### src/rtl/kbd_div_pkg.sv
// Shared types and helpers for the keypad-driven sequential divider.
package kbd_div_pkg;

   // FSM states; the encoding is exported directly as entry_phase.
   typedef enum logic [1:0] {
      ENTER_A = 2'b00,
      ENTER_B = 2'b01,
      DIVIDE  = 2'b10,
      DONE    = 2'b11
   } state_t;

   // Counter width able to hold 0..n-1 (at least one bit).
   function automatic int cnt_w(input int n);
      return (n < 2) ? 1 : $clog2(n);
   endfunction

endpackage

### src/rtl/kbd_divider_seq_core.sv
// Restoring divider datapath: one quotient bit per clock, W iterations.
// done is a combinational pulse during the final iteration; quotient and
// remainder are valid only while done is high and are meant to be captured.
module div_restoring_core
   import kbd_div_pkg::*;
#(
   parameter int W = 8
) (
   input  logic         clk,
   input  logic         rst,
   input  logic         start,
   input  logic         abort,
   input  logic [W-1:0] dividend,
   input  logic [W-1:0] divisor,
   output logic         busy,
   output logic         done,
   output logic [W-1:0] quotient,
   output logic [W-1:0] remainder
);

   localparam int CW = cnt_w(W);

   logic          r_run;
   logic [CW-1:0] r_cnt;
   logic [W-1:0]  r_rem;
   logic [W-1:0]  r_dvd;
   logic [W-1:0]  r_div;

   logic [W:0]    w_shift;
   logic [W:0]    w_trial;
   logic          w_qbit;
   logic          w_last;
   logic [W-1:0]  w_rem_nxt;

   // One restoring step: W+1 bit trial so a borrow shows up in the top bit.
   always_comb begin
      w_shift   = {r_rem, r_dvd[W-1]};
      w_trial   = w_shift - {1'b0, r_div};
      w_qbit    = ~w_trial[W];
      w_rem_nxt = w_qbit ? w_trial[W-1:0] : w_shift[W-1:0];
      w_last    = r_run && (r_cnt == CW'(W-1));
   end

   // Iteration control: running flag and step counter.
   always_ff @(posedge clk or negedge rst) begin
      if (!rst) begin
         r_run <= 1'b0;
         r_cnt <= '0;
      end else if (abort) begin
         r_run <= 1'b0;
         r_cnt <= '0;
      end else if (start) begin
         r_run <= 1'b1;
         r_cnt <= '0;
      end else if (r_run) begin
         r_cnt <= r_cnt + CW'(1);
         if (w_last) r_run <= 1'b0;
      end
   end

   // Working registers; the dividend shifter collects quotient bits at its LSB.
   always_ff @(posedge clk) begin
      if (start) begin
         r_rem <= '0;
         r_dvd <= dividend;
         r_div <= divisor;
      end else if (r_run) begin
         r_rem <= w_rem_nxt;
         r_dvd <= {r_dvd[W-2:0], w_qbit};
      end
   end

   assign busy      = r_run;
   assign done      = w_last;
   assign quotient  = {r_dvd[W-2:0], w_qbit};
   assign remainder = w_rem_nxt;

endmodule

### src/rtl/kbd_divider_seq.sv
// Keypad-fed sequential divider: nibble entry of A and B, iterative divide,
// held result with a level done flag for the BCD converter downstream.
module kbd_divider_seq
   import kbd_div_pkg::*;
#(
   parameter int W = 8
) (
   input  logic         clk,
   input  logic         rst,
   input  logic         key_valid,
   input  logic [3:0]   key_hex,
   input  logic         clear,
   output logic [W-1:0] a_val,
   output logic [W-1:0] b_val,
   output logic         busy,
   output logic         done,
   output logic [W-1:0] quotient,
   output logic [W-1:0] remainder,
   output logic         div_by_zero,
   output logic [1:0]   entry_phase
);

   localparam int NIB = W / 4;
   localparam int NCW = cnt_w(NIB);

   state_t         r_state;
   state_t         w_state_nxt;
   logic [NCW-1:0] r_nib;
   logic [W-1:0]   r_a;
   logic [W-1:0]   r_b;
   logic [W-1:0]   r_q;
   logic [W-1:0]   r_r;
   logic           r_dbz;

   logic           w_last_nib;
   logic [W-1:0]   w_a_next;
   logic [W-1:0]   w_b_next;
   logic           w_b_zero;
   logic           w_b_complete;
   logic           w_start;
   logic           w_core_busy;
   logic           w_core_done;
   logic [W-1:0]   w_core_q;
   logic [W-1:0]   w_core_r;

   assign w_last_nib   = (r_nib == NCW'(NIB - 1));
   assign w_a_next     = (r_a << 4) | W'(key_hex);
   assign w_b_next     = (r_b << 4) | W'(key_hex);
   assign w_b_zero     = (w_b_next == '0);
   assign w_b_complete = (r_state == ENTER_B) && key_valid && w_last_nib && !clear;
   assign w_start      = w_b_complete && !w_b_zero;

   div_restoring_core #(.W(W)) u_core (
      .clk       (clk),
      .rst       (rst),
      .start     (w_start),
      .abort     (clear),
      .dividend  (r_a),
      .divisor   (w_b_next),
      .busy      (w_core_busy),
      .done      (w_core_done),
      .quotient  (w_core_q),
      .remainder (w_core_r)
   );

   // FSM state register.
   always_ff @(posedge clk or negedge rst) begin
      if (!rst) r_state <= ENTER_A;
      else      r_state <= w_state_nxt;
   end

   // FSM next-state logic; clear overrides everything.
   always_comb begin
      w_state_nxt = r_state;
      if (clear) begin
         w_state_nxt = ENTER_A;
      end else begin
         case (r_state)
            ENTER_A: if (key_valid && w_last_nib) w_state_nxt = ENTER_B;
            ENTER_B: if (key_valid && w_last_nib) w_state_nxt = w_b_zero ? DONE : DIVIDE;
            DIVIDE:  if (w_core_done) w_state_nxt = DONE;
            DONE:    if (key_valid) w_state_nxt = (NIB == 1) ? ENTER_B : ENTER_A;
            default: w_state_nxt = ENTER_A;
         endcase
      end
   end

   // FSM outputs decoded from the current state.
   always_comb begin
      entry_phase = r_state;
      done        = (r_state == DONE);
      busy        = (r_state == DIVIDE) && w_core_busy;
   end

   // Operand entry, nibble counting and result capture.
   always_ff @(posedge clk or negedge rst) begin
      if (!rst) begin
         r_nib <= '0;
         r_a   <= '0;
         r_b   <= '0;
         r_q   <= '0;
         r_r   <= '0;
         r_dbz <= 1'b0;
      end else if (clear) begin
         r_nib <= '0;
         r_a   <= '0;
         r_b   <= '0;
         r_q   <= '0;
         r_r   <= '0;
         r_dbz <= 1'b0;
      end else begin
         case (r_state)
            ENTER_A: begin
               if (key_valid) begin
                  r_a   <= w_a_next;
                  r_nib <= w_last_nib ? '0 : r_nib + NCW'(1);
               end
            end
            ENTER_B: begin
               if (key_valid) begin
                  r_b   <= w_b_next;
                  r_nib <= w_last_nib ? '0 : r_nib + NCW'(1);
                  if (w_last_nib && w_b_zero) begin
                     r_q   <= '1;
                     r_r   <= r_a;
                     r_dbz <= 1'b1;
                  end
               end
            end
            DIVIDE: begin
               if (w_core_done) begin
                  r_q <= w_core_q;
                  r_r <= w_core_r;
               end
            end
            DONE: begin
               if (key_valid) begin
                  r_a   <= W'(key_hex);
                  r_b   <= '0;
                  r_dbz <= 1'b0;
                  r_nib <= (NIB == 1) ? '0 : NCW'(1);
               end
            end
            default: ;
         endcase
      end
   end

   assign a_val       = r_a;
   assign b_val       = r_b;
   assign quotient    = r_q;
   assign remainder   = r_r;
   assign div_by_zero = r_dbz;

endmodule

### config.mk
export PLATFORM = sky130hd
export DESIGN_NAME = kbd_divider_seq
export DESIGN_NICKNAME = d
export VERILOG_FILES = /design/src/rtl/kbd_div_pkg.sv /design/src/rtl/kbd_divider_seq_core.sv /design/src/rtl/kbd_divider_seq.sv
export SDC_FILE = /design/constraint.sdc
export NUM_CORES = 1
export LEC_CHECK = 0
export CORE_AREA = 2 2 115 117
export DETAILED_ROUTE_END_ITERATION = 16
export DIE_AREA = 0 0 117 119
export PLACE_DENSITY = 0.57
export SYNTH_ARGS = -nofsm -noshare
export SYNTH_HDL_FRONTEND = slang
export SYNTH_HIERARCHICAL = 1
export SYNTH_SLANG_ARGS = --single-unit
### constraint.sdc
create_clock -name clk -period 5.5 [get_ports clk]
set_input_delay 1.1 -clock clk [delete_from_list [all_inputs] [get_ports clk]]
set_output_delay 1.1 -clock clk [all_outputs]
set_load 0.01 [all_outputs]
# Word level (Yosys, flattened, before mapping)
# Cells that the tools add are included.
# op_classes
eq_ne	12
bitwise_logic	3
muxes	45
addsub	3
reduce_logical	25
# ops
cell	n
$mux W8	17
$pmux W8 S2	4
$or A8 B4 Y8	2
$reduce_bool A3 Y1	5
$mux W1	13
$ne A3 B3 Y1 const B	4
$reduce_and A4 Y1	3
$mux W2	5
$mux W3	3
$ne A3 B2 Y1 const B	3
$reduce_and A3 Y1	3
$sub A9 B8 Y9	1
$logic_and A1 B1 Y1	8
$logic_not A8 Y1	1
$pmux W2 S4	1
$eq A2 B2 Y1 const B	2
$pmux W1 S2	2
$add A3 B1 Y3 const B	1
$eq A3 B3 Y1 const B	1
$ne A3 B1 Y1 const B	1
$eq A2 B1 Y1 const B	1
$logic_not A1 Y1	2
$logic_not A2 Y1	1
$reduce_bool A2 Y1	1
other kinds (3)	3
# totals
output_inout_bits	37
register_bits	64
elab_cells	100
inputBits	8

# Depth between registers and ports, before layout
# depth
ltp_word	7
depth_mapped	12
depth_no_buf	11

# Cells and area by module
# The synthesis kept the hierarchy.
# by_module_without_submodules
mod	seq_area_each_um2	n_inst	area_each_um2	cells_per_inst
kbd_divider_seq	900.9	1	1889.3	196
div_restoring_core	740.7	1	1835.5	179

# Worst setup path before layout
# No wires, ideal clock.
# synth_timing
kind	in2reg
startpoint	input key_valid
endpoint	register u_core.r_dvd[1] (data pin)
path_stages	6
setup_ps	260
t_arrival_ps	3013
setup_slack_ps	2227
n_path_buf	3
t_required_ps	5240
cell_sequence	clkbuf_1 -> nand2_1 -> nor3_1 -> buf_4 -> clkbuf_1 -> mux2_2
# synth_between
elab_chain_cells	5
# synth_rtl
element	line_no	text
from (decl)	kbd_divider_seq.sv:10	input logic key_valid,
$logic_and A1 B1 Y1 (3 in a row)	kbd_divider_seq.sv:50	assign w_b_complete = (r_state == ENTER_B) && key_valid && w_last_nib && !clear;
$logic_and A1 B1 Y1	kbd_divider_seq.sv:51	assign w_start = w_b_complete && !w_b_zero;
net w_start	kbd_divider_seq.sv:40	logic w_start;
$mux W8	kbd_divider_seq_core.sv:63	if (start) begin
to (signal assigned)	kbd_divider_seq_core.sv:65	r_dvd <= dividend;
to (signal assigned)	kbd_divider_seq_core.sv:69	r_dvd <= {r_dvd[W-2:0], w_qbit};
to (decl)	kbd_divider_seq_core.sv:26	logic [W-1:0] r_dvd;
# The timed path passes the listed nets, and every way through them passes these cells.
# A chain may end at the register's enable or synchronous reset.

# Worst setup path after layout
# layout_timing
startpoint	register r_state[0], in the netlist entry_phase[0]
endpoint	output busy
# layout_between
elab_chain_cells	2
# layout_rtl
element	line_no	text
from (decl)	kbd_divider_seq.sv:26	state_t r_state;
from (signal assigned)	kbd_divider_seq.sv:69	else r_state <= w_state_nxt;
$eq A2 B2 Y1	kbd_divider_seq.sv:92	busy = (r_state == DIVIDE) && w_core_busy;
$logic_and A1 B1 Y1	kbd_divider_seq.sv:92	
to (decl)	kbd_divider_seq.sv:15	output logic busy,
# Every way passes these cells.

==> out/metrics.csv <==
metric;value;unit
syn_inst;375;
synth_top_area_cell;dfrtp_1;
insertion_delay;330;ps
ys_seq_area_share;44.1;%
worst_slew_pin_slew;1080;ps
clockBufferDepth;2;
final-setup-viol-count;0;
path_cells;inv_1 -> ha_1 -> and2_1 -> clkdlybuf4s50_1;
cts_hold_buffers;0;
synth_cell_types;68;
grt_pass1_vias;2780;
hold_violations;0;
grt_overflow;0;
critPathMaxFanout;17;
die_x;117;um
diodes;0;
p_total;2220;uW
rsz0062_at_grt;no;
required;4400;ps
fill_cells;1321;
cts_num_sinks;64;
fin_hold_ws;482;ps
clock.fmax;294;MHz
synthesis.nets;399;
dpl.hpwl;6.23;mm
wl_per_cell;15.2;um
async_flop_share;62.5;%
start_util;28.9;%
outcome;finished clean;
final_antenna_net_count;0;
hold_path_class;flop to flop;
final_common_cell;nand2_1;
multiInputGateArea;0.00175;mm^2
yosys_warnings;6;
synth_top_cell_area_share;26.9;%
crit_buf_inv;2;
peakVddDrop;173;uV
post_dp_cell_area;0.00418;mm^2
cap_violations;0;
htree_levels;3;
portBuffers;44;
period_needed;3400;ps
finalSetupTns;0;ps
path_class;flop to primary output;
drc_errors;0;
synth-edff-count;16;
power_leakage;0.00170;uW
ys.flop_type;dfrtp_1;
firstDrtPassIters;4;
cts-root-buf;clkbuf_16;
cp.arrival;2300;ps
regArea;0.00164;mm^2
final_max_slew_viol_count;0;
viasPerCell;4.80;
slowest_stage;ha_1;
grt_start_max_net_pins;41;
wirelength;8.82;mm
cts_buffers;9;
track_usage;13.4;%
die_area;0.0139;mm^2
critPathTopFamily;buffers and inverters;
crit_path_max_incr_delay;590;ps
period_share;61.8;%
die_h;119;um
p_per_area;496;mW/mm^2
skew;8.83;ps
nets;425;
rows;42;
stdcell_area;0.00448;mm^2
synth_top_cells_by_area;dfrtp_1, edfxtp_1, ha_1, nand2_1, dfxtp_1;
cts_resized;0;
startpoint_type;flop;
final_cell_mix;nand2_1, clkdlybuf4s50_1, dfrtp_1, inv_1, o21ai_0;
drtIter0Drc;158;
cts_setup_buffers;0;
end_kind;primary output;
synth_seq_cells;64;
core;0.0129;mm^2
clk_pin_slew;60;ps
syn_area_per_cell;9.93;um^2
max_slew_margin;28.2;%
gp_congestion;0.819;
tritoncts;yes;
area_growth_syn_to_layout;20.2;%
vias;2794;
ios;45;
drive_gt1_share;11.8;%
antenna_found_initial;0;
synthesis.area;0.00372;mm^2
grt_pass1_wl;14.6;mm
-- Yosys cell counts, types with 3 or more instances --
| library cell | number |
|---|---|
| nand4_1 | 4 |
| dfxtp_1 | 8 |
| nor2_1 | 14 |
| or3_1 | 3 |
| dfrtp_1 | 40 |
| nand3_1 | 6 |
| edfxtp_1 | 16 |
| mux2i_1 | 4 |
| buf_4 | 11 |
| ha_1 | 15 |
| nor3_1 | 6 |
| inv_1 | 32 |
| a21oi_1 | 8 |
| nand3b_1 | 8 |
| o21ai_1 | 7 |
| o31ai_1 | 6 |
| a211oi_1 | 19 |
| nand2_1 | 44 |
| a221oi_1 | 6 |
| o21ai_0 | 27 |
| clkbuf_8 | 3 |
| mux2_2 | 7 |
| nand2b_1 | 10 |
| o211ai_1 | 3 |
| a311oi_1 | 4 |
| clkbuf_1 | 11 |
-- sequential cells by signal, summed over array words and instances, names as in the netlist --
register and count:
u_core/busy 1, div_by_zero 1, u_core/r_rem 8, remainder 8, u_core/r_cnt 3, b_val 8
a_val 8, u_core/r_div 8, entry_phase 2, r_nib 1, quotient 8, u_core/r_dvd 8
-- metal layers --
layer / global-route usage [%] / wire length (um)
met2: 20.3 / 4050
met1: 19.5 / 4470
met5: 0 / 0
met3: 3.00 / 251
met4: 3.31 / 51
-- through the flow --
stage	util, %	setup WS [ps]	cells
2_1_floorplan	-	2230	375
3_3_place_gp	32.4	2260	566
3_5_place_dp	32.4	2240	566
4_1_cts	34.8	2080	582
5_1_grt	34.8	1950	582
6_report	34.8	2100	582
-- worst reg2reg max path, stage by stage, from the launching register on --
cell and delay (ps):
edfxtp_1 380, inv_1 60, ha_1 220, fa_1 390, nand2b_1 230, a211oi_4 350
o21ai_1 360, or3_1 480, nand2_1 100, nand3b_1 120, o31ai_1 110, a221oi_2 240
-- kinds of logic (layout without fill, tap and decap cells) --
group / after synthesis / in the layout / synth area share [%]
adder cells (fa/ha/maj): 16 / 16 / 5.58
flip-flops: 64 / 64 / 44.1
multiplexers: 11 / 11 / 3.19
buffers and inverters: 63 / 94 / 9.20
AND/OR/NAND/NOR: 114 / 114 / 16.5
AO/OA/AOI/OAI: 105 / 105 / 21.0
XOR/XNOR: 2 / 2 / 0.470
-- layout make-up --
class / count / share of cell area [%]
sequential: 64 / 36.7
tap: 176 / 4.92
inverter: 32 / 2.68
clock buffer: 9 / 5.03
clock inverter: 7 / 1.62
multi-input combinational: 248 / 39.0
timing repair buffer: 46 / 10.1
-- power breakdown --
part           switching, uW  internal, uW
clock                    213           350
combinational            539           417
sequential              97.4           602
total                    849          1370
-- final timing paths --
kind,start,endpoint,slack [ps],cells after the start
setup / recovery,entry_phase[0],busy,2100,4
hold / removal,b_val[6],b_val[6],480,2
hold reg to reg,b_val[6],b_val[6],480,2
setup reg to reg,u_core/r_dvd[7],remainder[5],2380,11
min in group asynchronous,rst,quotient[0],910,1
max in group asynchronous,rst,u_core/r_cnt[1],4010,1
Power figures use the tool's default switching activity.
